`config.mk`:
```
export PLATFORM = sky130hd
export DESIGN_NAME = fetch_pc_unit_flat
export DESIGN_NICKNAME = d
export VERILOG_FILES = /design/src/rtl/fetch_pc_unit_if.sv /design/src/rtl/fetch_pc_unit.sv /design/src/flat_wrapper.sv
export SDC_FILE = /design/constraint.sdc
export NUM_CORES = 1
export LEC_CHECK = 0
export ABC_AREA = 1
export BUFFER_PORTS_ARGS = -buffer_cell sky130_fd_sc_hd__buf_2
export CAP_MARGIN = 20
export CORE_UTILIZATION = 50
export DETAILED_ROUTE_END_ITERATION = 7
export PLACE_DENSITY = 0.95
export SETUP_SLACK_MARGIN = 0.15
export SLEW_MARGIN = 0
export SYNTH_ARGS = -nofsm -noshare
export SYNTH_HDL_FRONTEND = slang
export SYNTH_SLANG_ARGS = --single-unit
```
`constraint.sdc`:
```
create_clock -name clk -period 2.53 [get_ports clk]
set_input_delay 0.253 -clock clk [delete_from_list [all_inputs] [get_ports clk]]
set_output_delay 0.253 -clock clk [all_outputs]
set_load 0.005 [all_outputs]
```
`src/rtl/fetch_pc_unit_if.sv`:
```
// Fetch-stage bus bundle: jump redirect, instruction-memory port and the
// valid/ready channel towards decode. The master side is the fetch unit.
interface fetch_pc_unit_if #(
  parameter int unsigned PC_WIDTH = 32
);
  // Redirect from jump_controller
  logic                jump_flag;
  logic [PC_WIDTH-1:0] jump_target;
  // Instruction-memory request / response
  logic                imem_req_valid;
  logic                imem_req_ready;
  logic [PC_WIDTH-1:0] imem_addr;
  logic                imem_resp_valid;
  logic [31:0]         imem_resp_data;
  // Decode channel
  logic                if_valid;
  logic                if_ready;
  logic [PC_WIDTH-1:0] if_pc;
  logic [31:0]         if_inst;
  logic [PC_WIDTH-1:0] if_default_target;

  modport master (
    input  jump_flag, jump_target,
    output imem_req_valid, imem_addr,
    input  imem_req_ready, imem_resp_valid, imem_resp_data,
    output if_valid, if_pc, if_inst, if_default_target,
    input  if_ready
  );

  modport slave (
    output jump_flag, jump_target,
    input  imem_req_valid, imem_addr,
    output imem_req_ready, imem_resp_valid, imem_resp_data,
    input  if_valid, if_pc, if_inst, if_default_target,
    output if_ready
  );
endinterface

```
`src/rtl/fetch_pc_unit.sv`:
```
// Program counter and single-outstanding instruction fetch stage.
// One request in flight at a time; a redirect that overtakes an in-flight
// request marks its response for discard so decode never sees a stale word.
module fetch_pc_unit #(
  parameter int unsigned          PC_WIDTH     = 32,
  parameter logic [PC_WIDTH-1:0]  RESET_VECTOR = '0
) (
  input logic             clk,
  input logic             rst_n,
  fetch_pc_unit_if.master bus
);

  localparam int unsigned INST_W = 32;

  typedef enum logic [1:0] {
    S_REQ  = 2'd0,
    S_WAIT = 2'd1,
    S_HOLD = 2'd2
  } state_t;

  state_t              r_state;
  state_t              w_state_nxt;
  logic [PC_WIDTH-1:0] r_pc;
  logic [PC_WIDTH-1:0] w_pc_nxt;
  logic                r_drop;
  logic                w_drop_nxt;
  logic [INST_W-1:0]   r_inst_buf;
  logic [INST_W-1:0]   w_inst_buf_nxt;

  logic [PC_WIDTH-1:0] w_target;
  logic [PC_WIDTH-1:0] w_pc_inc;
  logic                w_req_valid;
  logic                w_if_valid;
  logic [1:0]          w_unused_tgt_lo;

  // Redirects are word aligned; the low target bits carry no meaning here.
  assign w_target        = {bus.jump_target[PC_WIDTH-1:2], 2'b00};
  assign w_unused_tgt_lo = bus.jump_target[1:0];
  assign w_pc_inc        = r_pc + PC_WIDTH'(4);

  // State, PC, discard flag and instruction buffer registers.
  always_ff @(posedge clk or negedge rst_n) begin
    if (!rst_n) begin
      r_state    <= S_REQ;
      r_pc       <= RESET_VECTOR;
      r_drop     <= 1'b0;
      r_inst_buf <= '0;
    end else begin
      r_state    <= w_state_nxt;
      r_pc       <= w_pc_nxt;
      r_drop     <= w_drop_nxt;
      r_inst_buf <= w_inst_buf_nxt;
    end
  end

  // Next-state, PC update and handshake outputs.
  always_comb begin
    w_state_nxt    = r_state;
    w_pc_nxt       = r_pc;
    w_drop_nxt     = r_drop;
    w_inst_buf_nxt = r_inst_buf;
    w_req_valid    = 1'b0;
    w_if_valid     = 1'b0;

    case (r_state)
      S_REQ: begin
        w_req_valid = 1'b1;
        if (bus.jump_flag) begin
          w_pc_nxt = w_target;
        end
        if (bus.imem_req_ready) begin
          // A jump in the accept cycle means the request just issued is
          // already for the old path.
          w_state_nxt = S_WAIT;
          w_drop_nxt  = bus.jump_flag;
        end
      end

      S_WAIT: begin
        if (bus.jump_flag) begin
          w_pc_nxt   = w_target;
          w_drop_nxt = 1'b1;
        end
        if (bus.imem_resp_valid) begin
          if (r_drop || bus.jump_flag) begin
            w_drop_nxt  = 1'b0;
            w_state_nxt = S_REQ;
          end else begin
            w_inst_buf_nxt = bus.imem_resp_data;
            w_state_nxt    = S_HOLD;
          end
        end
      end

      S_HOLD: begin
        // A jump squashes the buffered (younger) instruction.
        w_if_valid = !bus.jump_flag;
        if (bus.jump_flag) begin
          w_pc_nxt    = w_target;
          w_state_nxt = S_REQ;
        end else if (bus.if_ready) begin
          w_pc_nxt    = w_pc_inc;
          w_state_nxt = S_REQ;
        end
      end

      default: begin
        w_state_nxt = S_REQ;
      end
    endcase
  end

  assign bus.imem_req_valid    = w_req_valid;
  assign bus.imem_addr         = r_pc;
  assign bus.if_valid          = w_if_valid;
  assign bus.if_pc             = r_pc;
  assign bus.if_inst           = r_inst_buf;
  assign bus.if_default_target = w_pc_inc;

endmodule

```
`src/flat_wrapper.sv`:
```
// flat-port wrapper written by rule: the top's interface ports become plain ports
module fetch_pc_unit_flat 
#(
  parameter int unsigned          PC_WIDTH     = 32,
  parameter logic [PC_WIDTH-1:0]  RESET_VECTOR = '0
)
  (clk, rst_n, bus_jump_flag, bus_jump_target, bus_imem_req_valid, bus_imem_addr, bus_imem_req_ready, bus_imem_resp_valid, bus_imem_resp_data, bus_if_valid, bus_if_pc, bus_if_inst, bus_if_default_target, bus_if_ready);
  fetch_pc_unit_if #(.PC_WIDTH(PC_WIDTH)) bus_i ();
  input logic clk;
  input logic rst_n;
  input wire logic [$bits(bus_i.jump_flag)-1:0] bus_jump_flag;
  input wire logic [$bits(bus_i.jump_target)-1:0] bus_jump_target;
  output wire logic [$bits(bus_i.imem_req_valid)-1:0] bus_imem_req_valid;
  output wire logic [$bits(bus_i.imem_addr)-1:0] bus_imem_addr;
  input wire logic [$bits(bus_i.imem_req_ready)-1:0] bus_imem_req_ready;
  input wire logic [$bits(bus_i.imem_resp_valid)-1:0] bus_imem_resp_valid;
  input wire logic [$bits(bus_i.imem_resp_data)-1:0] bus_imem_resp_data;
  output wire logic [$bits(bus_i.if_valid)-1:0] bus_if_valid;
  output wire logic [$bits(bus_i.if_pc)-1:0] bus_if_pc;
  output wire logic [$bits(bus_i.if_inst)-1:0] bus_if_inst;
  output wire logic [$bits(bus_i.if_default_target)-1:0] bus_if_default_target;
  input wire logic [$bits(bus_i.if_ready)-1:0] bus_if_ready;
  assign bus_i.jump_flag = bus_jump_flag;
  assign bus_i.jump_target = bus_jump_target;
  assign bus_imem_req_valid = bus_i.imem_req_valid;
  assign bus_imem_addr = bus_i.imem_addr;
  assign bus_i.imem_req_ready = bus_imem_req_ready;
  assign bus_i.imem_resp_valid = bus_imem_resp_valid;
  assign bus_i.imem_resp_data = bus_imem_resp_data;
  assign bus_if_valid = bus_i.if_valid;
  assign bus_if_pc = bus_i.if_pc;
  assign bus_if_inst = bus_i.if_inst;
  assign bus_if_default_target = bus_i.if_default_target;
  assign bus_i.if_ready = bus_if_ready;
  fetch_pc_unit #(.PC_WIDTH(PC_WIDTH), .RESET_VECTOR(RESET_VECTOR)) u_core (.clk(clk), .rst_n(rst_n), .bus(bus_i));
endmodule
```
=== Word-level counts from Yosys, hierarchy flattened ===
Cells that the tools add are included.

* Register bits after elaboration: 67
* Input port bits: 70
* Output and inout bits: 130
* Word-level logic and storage cells: 39

* Add/subtract/negate cells: 1
* Eq/ne operators: 6
* Mux-type cells: 17
* Bitwise gates (word level): 1
* Reduce and logical (&&, ||, !) cells: 10

{| class="wikitable"
|+ Operators by type and width
! operator !! count
|-
| $mux 32 || 3
|-
| $pmux 32 s2 || 1
|-
| $add 32x3->32 const B || 1
|-
| $mux 2 || 5
|-
| $reduce_and 3->1 || 3
|-
| $mux 1 || 6
|-
| $pmux 2 s3 || 1
|-
| $ne 2x2->1 const B || 2
|-
| $reduce_bool 2->1 || 2
|-
| $ne 3x3->1 const B || 1
|-
| $eq 2x1->1 const B || 1
|-
| $eq 2x2->1 const B || 1
|-
| $logic_not 2->1 || 1
|-
| $ne 2x1->1 const B || 1
|-
| $pmux 1 s2 || 1
|-
| $reduce_and 2->1 || 1
|-
| $reduce_or 2->1 || 1
|-
| $logic_not 1->1 || 1
|-
| $logic_or 1x1->1 || 1
|-
| $not 1->1 || 1
|}

=== Longest topological paths before layout ===
* Depth in word-level cells: 4
* Depth in mapped cells: 10
* Mapped depth without buffers: 10

=== Worst setup path before layout ===
OpenSTA, ideal clock, no wires.

* Path type: flip-flop to output port
* Start: register u_core.r_pc[3] (netlist: u_core.bus.if_pc[3])
* End: output bus_if_default_target[24]
* Arrival time: 1.246 ns
* Required time: 2.277 ns
* Path slack: 1.031 ns
* Stages on the path, launching flop included: 8
* Path buffers: 0
* Cell sequence: dfrtp_1 > ha_1 > nand2_1 > nor2_4 > nand2_2 > nor2_1 > nand3_1 > nand2_1

* Cells in the longest elaborated chain, start to end: 1

{| class="wikitable"
|+ Ends and longest elaborated chain
! what !! line !! text
|-
| from (decl) || fetch_pc_unit.sv:23 || <nowiki>logic [PC_WIDTH-1:0] r_pc;</nowiki>
|-
| from (signal assigned) || fetch_pc_unit.sv:50 || <nowiki>r_pc <= w_pc_nxt;</nowiki>
|-
| $add 32x3->32 || fetch_pc_unit.sv:39 || <nowiki>assign w_pc_inc = r_pc + PC_WIDTH'(4);</nowiki>
|-
| to (decl) || flat_wrapper.sv:21 || <nowiki>output wire logic [$bits(bus_i.if_default_target)-1:0] bus_if_default_target;</nowiki>
|}

No other way between the ends.

=== Worst setup path after layout ===
* Start: register u_core.r_pc[2] (netlist: u_core.bus.if_pc[2])
* End: output bus_if_default_target[24]

Same word-level chain as after synthesis.

==> metrics.md <==
| Metric | Value |
|---|---|
| Outcome | finished, final reports clean |
| Area Overhead vs Synth | 25.3% |
| Mapped Cells | 507 |
| Post-DR wirelength/cell | 13.9 um |
| Crit path DAT | 1.94 ns |
| Leading area contributor after synthesis | dfrtp_1 |
| Most frequent cell after synthesis | nand2_1 |
| Post-DP HPWL | 8.24 mm |
| Inst Count DP | 760 |
| Fin Hold WS | 0.130 ns |
| Vias per cell | 4.97 |
| CTS root buffer | clkbuf_8 |
| CTS tree | done |
| Clock latency on the worst-skew pair | 0.34 ns |
| Final Cycle Share | 0.867 |
| Netlist cell types | 34 |
| Clock-pin slew on the worst setup and hold paths | 0.07 ns |
| Die height | 91.4 um |
| Final setup TNS | 0 ns |
| Clock buffer depth | 2 |
| Top FF cell, synth | dfrtp_1 |
| Io pins | 200 |
| Post CTS Setup Buffer Count | 0 |
| Placer Congestion | 0.874 |
| Cell family with most CP delay | simple AND/OR/NAND/NOR gates |
| FMAX | 0.456 GHz |
| Std-Cell Rows | 32 |
| Worst setup SP type | flip-flop |
| Width of the die | 91.4 um |
| CTS Hold Buffers Added | 1 |
| Sink Count | 65 |
| Switch share | 0.367 |
| Number of flops mapped to enable cells by yosys | 0 |
| Leak pwr | 2.65 nW |
| Worst Skew | 0.00844 ns |
| Min Tclk post-route | 2.19 ns |
| Register area share after synthesis | 0.407 |
| Max_cap viols | 0 |
| Worst setup path class | reg2out |
| Drt drc | 0 |
| Worst vdd rail ir drop | 0.000546 V |
| Final setup fails | 0 |
| Min-delay worst type | in2reg |
| First DRT Iteration DRCs | 150 |
| Warnings, synthesis | 0 |
| Critical-path cell list | ha_1 > nand2_1 > nor2_4 > nand2_2 > nor2_1 > nand3_1 > nand2_1 > buf_2 |
| NetSw | 1.65 mW |
| Antenna fix cells | 0 |
| Clock share of power | 0.224 |
| Util after Layout | 0.648 |
| Max H-tree Level | 3 |
| Total power draw | 4.48 mW |
| Share of the synthesized area in the top cell type | 0.407 |
| CP max-delay cell | dfrtp_1 |
| Synth top cells by count | nand2_1, dfrtp_1, nor2_1 |
| Core area | 7730 sq um |
| FFs w/ async S/R, synth | 1.00 |
| TritonCTS Buffers | 9 |
| Initial antenna violation count | 0 |
| Power per cell area | 895 nW/um^2 |
| Initial Utilization | 0.518 |
| Routed vias | 3860 |
| Vias in the first global route | 3779 |
| Critical path's most frequent cell | nand2_1 |
| First-pass GRT wire length | 17.9 mm |
| Port Buffer Count | 191 |
| Grt ovf | 0 |
| Post-layout nets | 741 |
| Cell Area, Synth | 4000 sq um |
| Seq pwr share | 0.397 |
| Area taken by multi-input logic gates | 1880 sq um |
| Largest cells by area after synthesis | dfrtp_1, nand2_1, mux2_2 |
| Gr usage total | 0.272 |
| Crit path buffers/inverters | 1 |
| Final Hold Vio Count | 0 |
| Register bit total from synthesis | 65 |
| Peak fanout along the critical path | 5 |
| Filler cells | 677 |
| CP Capture Type | output pin |
| Sequential Area | 1630 sq um |
| Max Slew Vio Count | 0 |
| RSZ-0062 raised after global routing | no |
| Logic pwr share | 0.379 |
| Die area | 8360 sq um |
| Share of layout cells above drive strength 1 | 0.388 |
| CP peak stage delay | 0.41 ns |
| Largest net degree at the start of global routing | 37 |
| Worst path required time | 2.28 ns |
| Post-Synthesis Mean Instance Area | 7.89 sq um |
| TritonRoute pass-1 iters | 4 |
| Post-CTS sizing | 0 |
| Pint | 2.84 mW |
| Total Wirelength | 10.8 mm |
| Final non-filler cell total | 777 |
| Final ANT Viol Nets | 0 |
cells by family after synthesis:
family	after synthesis	share of synthesized area
buffers and inverters	90	0.128
xor gates and xnor gates	7	0.0153
and+or+nand+nor	253	0.272
adders and majority gates	1	0.00313
AOI/OAI and AO/OA	58	0.0838
other	1	0.000937
DFF	65	0.407
muxes	32	0.0901
path summary, 6_finish.rpt:
check	from	cells past startpoint	slack (ns)	end
worst max-delay path	u_core.bus.if_pc[2]	8	0.34	bus_if_default_target[24]
worst min register to register	u_core.bus.if_inst[30]	1	0.50	u_core.bus.if_inst[30]
max in group asynchronous	rst_n	3	1.55	u_core.bus.if_inst[6]
min in group asynchronous	rst_n	2	0.29	u_core.bus.if_pc[30]
worst min-delay path	bus_imem_resp_data[30]	2	0.13	u_core.bus.if_inst[30]
worst max register to register	u_core.r_state[0]	9	0.63	u_core.bus.if_pc[20]
state kept, by name, summed over array words and instances, names as in the netlist:
name	flops
u_core.bus.if_pc	30
u_core.r_drop	1
u_core.r_state	2
u_core.bus.if_inst	32
cells in the final DEF, fill, tap and decap left out, types with 2 or more instances in the layout:
cell type / synthesis / routed
conb_1: 1 / 6
inv_1: 38 / 38
xor2_1: 5 / 5
o21ai_1: 3 / 3
bufinv_16: 0 / 2
a31oi_1: 2 / 2
dfrtp_1: 65 / 65
mux2_1: 4 / 4
nand2_2: 5 / 5
a21oi_1: 22 / 22
clkinvlp_4: 0 / 2
nand3b_1: 2 / 2
o21a_1: 13 / 13
inv_6: 0 / 2
nor2_1: 50 / 50
nand2_1: 157 / 157
buf_2: 3 / 191
nand2_4: 2 / 2
o22ai_1: 3 / 3
clkbuf_8: 0 / 9
nand3_1: 24 / 24
xnor2_1: 2 / 2
nor2_2: 6 / 6
inv_2: 2 / 2
nor2_4: 4 / 4
buf_4: 41 / 4
o21ai_0: 13 / 13
mux2_2: 28 / 28
routing by layer:
layer | global-route usage | routed length (um) | up-vias | share of wire
li1 | - | - | 1891 | -
met1 | 0.316 | 4260 | 1761 | 0.39
met2 | 0.475 | 5440 | 185 | 0.50
met3 | 0.0653 | 860 | 23 | 0.080
met4 | 0.119 | 251 | 0 | 0.023
met5 | 0 | 0 | - | 0
power by group through the flow:
stage          Clock, mW  Sequential, mW  Combinational (mW)
5_1_grt             1.07            1.84                1.89
6_report            1.00            1.78                1.70
3_3_place_gp           0            1.76                1.65
3_5_place_dp           0            1.78                1.71
4_1_cts             1.02            1.77                1.72
2_1_floorplan          0            1.76                1.01
stage by stage:
stage	worst slack (ns)	area (sq um)
2_1_floorplan	1.03	4020
3_3_place_gp	0.693	4780
3_5_place_dp	0.634	4780
4_1_cts	0.322	5010
5_1_grt	0.155	5010
6_report	0.337	5010
final cells by class:
type / count / share of cell area
inverters: 41 / 0.0312
clock inverters: 7 / 0.0202
multi-input cells: 357 / 0.375
clock buffers: 9 / 0.0247
repair buffers: 196 / 0.199
well taps: 102 / 0.0255
flip-flops and latches: 65 / 0.325
(Power assumes the default switching activity.)
